File: config.mk
export PLATFORM = sky130hd
export DESIGN_NAME = dither_readback_tx
export DESIGN_NICKNAME = d
export VERILOG_FILES = /design/src/rtl/dither_readback_tx.sv
export SDC_FILE = /design/constraint.sdc
export NUM_CORES = 1
export LEC_CHECK = 0
export ABC_AREA = 1
export CORE_ASPECT_RATIO = 1.2
export CORE_UTILIZATION = 30
export CTS_CLUSTER_DIAMETER = 40
export DETAILED_ROUTE_END_ITERATION = 16
export GPL_ROUTABILITY_DRIVEN = 1
export PLACE_DENSITY = 0.56
export SETUP_SLACK_MARGIN = 0.1
export SYNTH_ARGS = -nofsm -noshare
export SYNTH_HDL_FRONTEND = slang
export SYNTH_SLANG_ARGS = --single-unit
export TNS_END_PERCENT = 30
File: constraint.sdc
create_clock -name clk -period 5.4 [get_ports clk]
set_clock_uncertainty 0.1 [all_clocks]
set_input_delay 1.62 -clock clk [delete_from_list [all_inputs] [get_ports clk]]
set_output_delay 1.62 -clock clk [all_outputs]
set_load 0.03 [all_outputs]
File: src/rtl/dither_readback_tx.sv
// Readback transmitter: sweeps the pixel SRAM in raster order and streams bytes to the MCU
// through a 2-entry credit-tracked output buffer, optionally packing 8 pixels per byte.
module dither_readback_tx #(
   parameter int IMAGEX           = 64,
   parameter int IMAGEY           = 64,
   parameter int IMAGE_SIZE       = IMAGEX * IMAGEY,
   parameter int IMAGE_ADDR_WIDTH = $clog2(IMAGE_SIZE),
   parameter int RGB_SIZE         = 8,
   parameter int PACK             = 0
) (
   input  logic                        clk,
   input  logic                        rst_n,
   input  logic                        start,
   output logic                        sram_rden,
   output logic [IMAGE_ADDR_WIDTH-1:0] sram_addr,
   input  logic [RGB_SIZE-1:0]         sram_rddata,
   output logic [RGB_SIZE-1:0]         mcu_data,
   output logic                        mcu_valid,
   input  logic                        mcu_ready,
   output logic                        busy,
   output logic                        done
);

   localparam logic [IMAGE_ADDR_WIDTH-1:0] LAST_ADDR = IMAGE_ADDR_WIDTH'(IMAGE_SIZE - 1);

   typedef enum logic [1:0] {IDLE, READ, DRAIN, DONE} state_t;
   state_t state, state_nxt;

   logic [IMAGE_ADDR_WIDTH-1:0] rd_ptr, last_addr;
   logic                        in_flight, flight_completes;
   logic [RGB_SIZE-1:0]         pk_shift;
   logic [2:0]                  pk_cnt;
   logic [RGB_SIZE-1:0]         head, tail;
   logic [1:0]                  occ;
   logic                        pop, push, issue, new_completes, drained;
   logic [RGB_SIZE-1:0]         push_data;
   logic [2:0]                  demand;

   assign pop           = mcu_valid && mcu_ready;
   assign new_completes = (PACK == 0) || ((32'(rd_ptr) & 32'd7) == 32'd7);
   // Slots needed once this cycle's pop retires: buffered bytes, the byte owed by the
   // in-flight read, and the byte the candidate read would produce.
   assign demand        = 3'(occ) - 3'(pop) + 3'(flight_completes) + 3'(new_completes);
   assign issue         = (state == READ) && (demand <= 3'd2);

   assign push      = in_flight && ((PACK == 0) || (pk_cnt == 3'd7));
   assign push_data = (PACK == 0) ? sram_rddata
                                  : {pk_shift[RGB_SIZE-2:0], sram_rddata[RGB_SIZE-1]};
   assign drained   = !in_flight && (pk_cnt == 3'd0) &&
                      ((occ == 2'd0) || ((occ == 2'd1) && pop));

   assign sram_rden = issue;
   assign sram_addr = issue ? rd_ptr : last_addr;
   assign mcu_valid = (occ != 2'd0);
   assign mcu_data  = head;
   assign busy      = (state == READ) || (state == DRAIN);
   assign done      = (state == DONE);

   always_ff @(posedge clk) begin
      if (!rst_n) state <= IDLE;
      else        state <= state_nxt;
   end

   always_comb begin
      state_nxt = state;
      case (state)
         IDLE:    if (start) state_nxt = READ;
         READ:    if (issue && (rd_ptr == LAST_ADDR)) state_nxt = DRAIN;
         DRAIN:   if (drained) state_nxt = DONE;
         DONE:    state_nxt = IDLE;
         default: state_nxt = IDLE;
      endcase
   end

   always_ff @(posedge clk) begin
      if (!rst_n) begin
         rd_ptr           <= '0;
         last_addr        <= '0;
         in_flight        <= 1'b0;
         flight_completes <= 1'b0;
         pk_shift         <= '0;
         pk_cnt           <= 3'd0;
         head             <= '0;
         tail             <= '0;
         occ              <= 2'd0;
      end else begin
         in_flight        <= issue;
         flight_completes <= issue && new_completes;

         if ((state == IDLE) && start) begin
            rd_ptr <= '0;
         end else if (issue) begin
            last_addr <= rd_ptr;
            if (rd_ptr != LAST_ADDR) rd_ptr <= rd_ptr + 1'b1;
         end

         if ((state == IDLE) && start) begin
            pk_shift <= '0;
            pk_cnt   <= 3'd0;
         end else if ((PACK != 0) && in_flight) begin
            pk_shift <= {pk_shift[RGB_SIZE-2:0], sram_rddata[RGB_SIZE-1]};
            pk_cnt   <= pk_cnt + 3'd1;
         end

         // Head register always holds the oldest byte so mcu_data comes straight from a flop.
         case ({push, pop})
            2'b10: begin
               if (occ == 2'd0) head <= push_data;
               else             tail <= push_data;
               occ <= occ + 2'd1;
            end
            2'b01: begin
               head <= tail;
               occ  <= occ - 2'd1;
            end
            2'b11: begin
               if (occ == 2'd1) begin
                  head <= push_data;
               end else begin
                  head <= tail;
                  tail <= push_data;
               end
            end
            default: ;
         endcase
      end
   end

endmodule

==> impl_metrics.py, run 1 <==
metrics = {
    "logic_synthesis": {
        "ys_top_cells_by_area": "dfxtp_1 (36%), nand2_1 (10%), inv_1 (10%)",
        "synth_most_common_cell": "nand2_1",
        "syn_nets": 385,
        "syn_area_mm2": 0.00251,
        "synth.distinct_cells": 29,
        "synth_edf_count": 0,
        "synth_warnings": 0,
        "synth-seq-area-share": 0.359,
        "syn_inst": 359,
        "synth.avg_cell_area_um2": 6.98,
        "synth_top_cells_by_count": "nand2_1 (70), inv_1 (67), dfxtp_1 (45), nor2_1 (42), o21ai_0 (36)",
        "yosysTopAreaCell": "dfxtp_1",
        "synth_top_area_frac": 0.359,
        "synthArstFlopShare": 0,
        "synth_ff_type": "dfxtp_1",
        "ys_seq_elements": 45,
    },
    "sta": {
        "hold_violations": 0,
        "period_share": 0.945,
        "timing.hold.ws_ps": 355,
        "fmax_mhz": 196,
        "worstMarginPinSlew_ps": 622,
        "relSlewSlack": 0.584,
        "slew_violations": 0,
        "finalCriticalPeriod_ps": 5100,
        "setup_viol": 0,
        "rsz0062_at_grt": "no",
    },
    "clocking": {
        "cts_tree": "yes",
        "cts_buffer_depth": 2,
        "clockRootBuffer": "clkbuf_8",
        "clk_pin_slew_ps": 80,
        "clock_latency_ps": 300,
        "cts_sinks": 45,
        "ctsHtreeMaxLevel": 2,
        "cts_hold_buf": 0,
        "cts_buffers": 5,
    },
    "global_route": {
        "grt_usage": 0.144,
        "grt_pass1_wl_um": 10000,
        "grt_start_max_net_pins": 21,
        "grt_pass1_vias": 2160,
        "antenna_found_initial": 0,
        "gr-total-overflow": 0,
    },
    "route": {
        "post_drt_via_cell_ratio": 4.56,
        "wl_um": 5780,
        "drcViolationCount": 0,
        "dr.pass1.iters": 4,
        "vias": 2260,
        "wl_per_cell_um": 11.7,
        "ant_nets": 0,
        "drt_iter0_markers": 92,
    },
    "die": {
        "dieArea_mm2": 0.00872,
        "fp.dieH_um": 102,
        "start_util": 0.309,
        "dieWidth_um": 85.4,
        "fp-row-count": 36,
        "io_pins": 36,
        "fp.coreArea_mm2": 0.00811,
    },
    "placed_design": {
        "numPortBuffers": 35,
        "place_congestion": 0.779,
        "hpwl_um": 4210,
    },
    "setup_path": {
        "end_kind": "primary output",
        "start_kind": "input port",
        "cp_max_fo": 8,
        "path_class": "in2out",
        "worstReg2RegStart": "occ[0]$_SDFFE_PN0P_",
        "arrival_ps": 3380,
        "reg2reg_depth": 15,
        "cp.required_ps": 3680,
        "timing.rr.end": "rd_ptr[2]$_SDFFE_PP0P_",
        "r2r_slack_ps": 2350,
    },
    "status": {
        "status": "complete, no violations",
    },
    "worst_hold_path": {
        "worstHoldStart": "tail[7]$_SDFFE_PN0P_",
        "hp-class": "reg2reg",
        "whs_endpoint": "tail[7]$_SDFFE_PN0P_",
        "holdPathStages": 2,
    },
    "power": {
        "max-vdd-ir-drop_mv": 0.219,
        "leakage_nw": 1.44,
        "finalPower_mw": 1.46,
        "p_per_area_mw_per_mm2": 477,
    },
    "flow_run": {
        "cap_violations": 0,
    },
    "final_layout": {
        "diodes": 0,
        "fillCellCount": 877,
        "syn_to_final_growth_pct": 22.7,
        "drive_gt1_frac": 0.135,
        "nNetsFinal": 426,
        "multi_input_area_mm2": 0.00130,
        "ff_latch_area_um2": 901,
    },
}
## worst max-delay path, stage by stage
cell and delay, ps:
dlygate4sd2_1 230, nand2_2 80, fa_2 370, ha_1 180, inv_1 50, nand3_1 80
nand2_1 100, nand2_2 90, buf_4 180, o21ai_0 200, buf_4 200
## report_power, final
group          switching, mW  internal, mW  total (mW)
clock network          0.120         0.116       0.236
logic                  0.470         0.289       0.759
registers             0.0466         0.423       0.470
total                  0.637         0.828        1.46
## how the worst max path moves through the flow
stage	depth (start not counted)	slack, ps	from	endpoint
after floorplan	9	230	mcu_ready	sram_addr[0]
after global placement	12	-290	mcu_ready	sram_addr[2]
after detailed placement	12	-340	mcu_ready	sram_addr[2]
after CTS	12	290	mcu_ready	sram_addr[1]
after global routing	11	110	mcu_ready	sram_addr[7]
final	11	300	mcu_ready	sram_addr[7]
## metrics by stage
step           std cells  TNS [ps]  area [um^2]  setup slack [ps]  utilization
2_1_floorplan        359         0         2510               230            -
3_3_place_gp         485      -533         2940              -288        0.363
3_5_place_dp         485     -1030         2940              -335        0.363
4_1_cts              496         0         3070               288        0.379
5_1_grt              496         0         3070               110        0.379
6_report             496         0         3070               296        0.379
## routing by layer
| metal | GRT usage | vias to the layer above | part of all wire |
|---|---|---|---|
| li1 | - | 1199 | - |
| met4 | 0.0269 | 0 | 0.0033 |
| met3 | 0.0428 | 5 | 0.054 |
| met5 | 0 | - | 0 |
| met1 | 0.169 | 1012 | 0.45 |
| met2 | 0.263 | 44 | 0.49 |
## registers in the layout, summed over array words and instances, names as in the netlist
signal            count
occ                   2
rd_ptr               12
state                 2
mcu_data              8
last_addr            12
flight_completes      1
tail                  8
## logic make-up (layout without fill, tap and decap cells)
| family | Yosys count | after routing | share of synthesized area |
|---|---|---|---|
| AOI/OAI and AO/OA | 84 | 84 | 0.201 |
| DFF | 45 | 45 | 0.359 |
| adders and majority gates | 14 | 14 | 0.0729 |
| and+or+nand+nor | 128 | 128 | 0.213 |
| xor gates and xnor gates | 8 | 8 | 0.0280 |
| buffers and inverters | 80 | 122 | 0.126 |
## placed cells by master, fill, tap and decap left out, types with 2 or more instances in the layout
cell             count
a21oi_1             17
o21ai_1              7
clkdlybuf4s50_1     21
nand4_1              2
inv_2                2
o21ai_0             31
nand2_2              4
ha_1                13
o21bai_1             8
inv_1               67
o22ai_1              8
buf_6                2
nor2_1              42
dfxtp_1             45
clkbuf_8             7
xor2_1               8
nand3_1              8
nand2_1             68
a21oi_2             10
buf_4               20
## area by class of cell
cell class | instances | share of cell area
Timing Repair Buffer | 45 | 0.129
Clock inverter | 1 | 0.00163
Clock buffer | 7 | 0.0313
Sequential cell | 45 | 0.293
Multi-Input combinational cell | 234 | 0.422
Tap cell | 95 | 0.0387
Inverter | 69 | 0.0842
## what timing repair did
action | in CTS | in global routing
setup buffers | 2 | 0
endpoints found under the hold margin | 0 | 0
endpoints found under the setup margin | 13 | 0
gates resized for setup | 17 | 0
Power figures use the tool's default switching activity.
==> run 2, diff against run 1 <==
--- a/config.mk
+++ b/config.mk
@@ -7,6 +7,7 @@
 export LEC_CHECK = 0
 export ABC_AREA = 1
 export CORE_ASPECT_RATIO = 1.2
+export CORE_MARGIN = 2
 export CORE_UTILIZATION = 30
 export CTS_CLUSTER_DIAMETER = 40
 export DETAILED_ROUTE_END_ITERATION = 16
==> run 2 against run 1 <==
- die area grew 4.3%
- sequential power is essentially flat
- cell count shrank 0.20%
- setup slack gained 150 ps
- non-clock buffer count grew 1
- combinational power grew 3.3%
- first-iteration DRC count grew 28%
- hold slack gained 1.7 ps
- power shrank 0.87%
- clock power shrank 16%
==> impl_metrics.py, run 2 (synthesis gave the netlist of run 1 again) <==
metrics = {
    "route": {
        "vias": 2280,
        "post_drt_via_cell_ratio": 4.61,
        "wl_um": 5810,
        "wl_per_cell_um": 11.7,
        "dr.pass1.iters": 4,
        "drcViolationCount": 0,
        "ant_nets": 0,
        "drt_iter0_markers": 118,
    },
    "clocking": {
        "cts_buffer_depth": 2,
        "cts_buffers": 5,
        "clk_pin_slew_ps": 80,
        "cts_tree": "yes",
        "cts_sinks": 45,
        "cts_hold_buf": 0,
        "ctsHtreeMaxLevel": 2,
        "clock_latency_ps": 300,
        "clockRootBuffer": "clkbuf_8",
    },
    "sta": {
        "fmax_mhz": 202,
        "slew_violations": 0,
        "setup_viol": 0,
        "setup_tns_ps": 0,
        "period_share": 0.918,
        "worst_slack_ps": 442,
        "timing.hold.ws_ps": 357,
        "relSlewSlack": 0.561,
        "worstMarginPinSlew_ps": 657,
        "hold_violations": 0,
        "finalCriticalPeriod_ps": 4960,
        "rsz0062_at_grt": "no",
    },
    "setup_path": {
        "r2r_slack_ps": 2340,
        "worstReg2RegStart": "occ[0]$_SDFFE_PN0P_",
        "cp.required_ps": 3680,
        "crit_chain": "dlymetal6s2s_1 -> nand2_2 -> fa_2 -> inv_1 -> ha_1 -> nand3_1 -> nand2_1 -> nand2_2 -> buf_6 -> nand2_1 -> o21ai_1 -> buf_4",
        "reg2reg_depth": 15,
        "arrival_ps": 3240,
        "timing.rr.end": "rd_ptr[2]$_SDFFE_PP0P_",
        "path_class": "in2out",
        "start_kind": "input port",
        "cp_max_fo": 8,
        "crit_buf_inv": 4,
        "cp_slowest_cell": "fa_2",
        "end_kind": "primary output",
        "cp_top_family": "adder cells",
        "cpPeakStageDelay_ps": 340,
    },
    "die": {
        "fp-row-count": 36,
        "fp.coreArea_mm2": 0.00811,
        "dieWidth_um": 87.4,
        "fp.dieH_um": 104,
        "dieArea_mm2": 0.00910,
        "io_pins": 36,
        "start_util": 0.309,
    },
    "global_route": {
        "antenna_found_initial": 0,
        "grt_start_max_net_pins": 21,
        "use_met3": 0.0468,
        "use_met2": 0.235,
        "top_usage_layer": "met2",
        "grt_pass1_wl_um": 10100,
        "gr-total-overflow": 0,
        "grt_pass1_vias": 2252,
        "grt_usage": 0.136,
        "met1_usage": 0.163,
    },
    "worst_hold_path": {
        "whs_endpoint": "tail[6]$_SDFFE_PN0P_",
        "worstHoldStart": "tail[6]$_SDFFE_PN0P_",
        "hp-class": "reg2reg",
        "holdPathStages": 2,
    },
    "power": {
        "p_per_area_mw_per_mm2": 469,
        "leakage_nw": 1.45,
        "max-vdd-ir-drop_mv": 0.222,
    },
    "placed_design": {
        "hpwl_um": 4230,
        "numPortBuffers": 35,
        "place_congestion": 0.784,
        "dp_slack_ps": -411,
        "placed_area_mm2": 0.00293,
    },
    "final_layout": {
        "syn_to_final_growth_pct": 23.7,
        "final_util": 0.382,
        "final_common_cell": "nand2_1",
        "most-common-layout-cells": "nand2_1 (68), inv_1 (67), dfxtp_1 (45), nor2_1 (42), o21ai_0 (27)",
        "nNetsFinal": 427,
        "design_area_mm2": 0.00310,
        "reg_top3": "last_addr x12, rd_ptr x12",
        "diodes": 0,
        "drive_gt1_frac": 0.153,
    },
    "flow_run": {
        "cap_violations": 0,
    },
    "status": {
        "status": "complete, no violations",
    },
}
-- run 2: changes by cell type in the layout (fill, tap and decap cells not counted), sizes merged --
cell,before,now
clkbuf,7,5
buf,23,24
dlymetal6s2s,0,1
dlygate4sd2,1,0
-- run 2: worst max path at each step --
stage	startpoint	end	slack [ps]	cells past startpoint
2_1_floorplan	mcu_ready	sram_addr[0]	230	9
3_3_place_gp	mcu_ready	sram_addr[2]	-370	12
4_1_cts	mcu_ready	sram_addr[8]	80	12
6_report	mcu_ready	sram_addr[8]	440	12
5_1_grt	mcu_ready	sram_addr[7]	320	12
3_5_place_dp	mcu_ready	sram_addr[2]	-410	12
-- run 2: area by class of cell --
cell class	instances	area (um^2)
Fill cell	871	5010
Multi-Input combinational cell	234	1330
Sequential cell	45	901
Timing Repair Buffer	46	419
Inverter	69	259
Tap cell	95	119
Clock buffer	5	68.8
Clock inverter	1	5.00
-- run 2: report_power, final --
part           switching, mW  internal [mW]  total, mW
clock network          0.112         0.0854      0.198
registers             0.0472          0.423      0.470
logic                  0.480          0.304      0.784
total                  0.640          0.812       1.45
-- run 2: per-stage QoR --
stage | cells | power (mW)
2_1_floorplan | 359 | 0.969
3_5_place_dp | 484 | 1.21
4_1_cts | 495 | 1.47
6_report | 495 | 1.45
3_3_place_gp | 484 | 1.20
5_1_grt | 495 | 1.58
-- run 2: worst register-to-register path, delay by kind of cell, from the launching register on --
kind / cells / cell delay (ps)
simple gates: 4 / 380
flops: 1 / 440
buf+inv: 5 / 550
compound gates: 3 / 770
fa+ha+maj: 3 / 730
-- run 2: metal layers --
metal  vias to the layer above  wire length (um)
met3                         5               393
met2                        54              2750
met4                         0                48
li1                       1202                 -
met1                      1019              2610
met5                         -                 0
-- run 2: timing repair --
| item | 4_1_cts | 5_1_grt |
|---|---|---|
| resized for setup | 30 | 2 |
| pin swaps | 1 | 1 |
| cloned | 1 | 0 |
| buffers inserted | 4 | 0 |
| endpoints found under the setup margin | 12 | 12 |
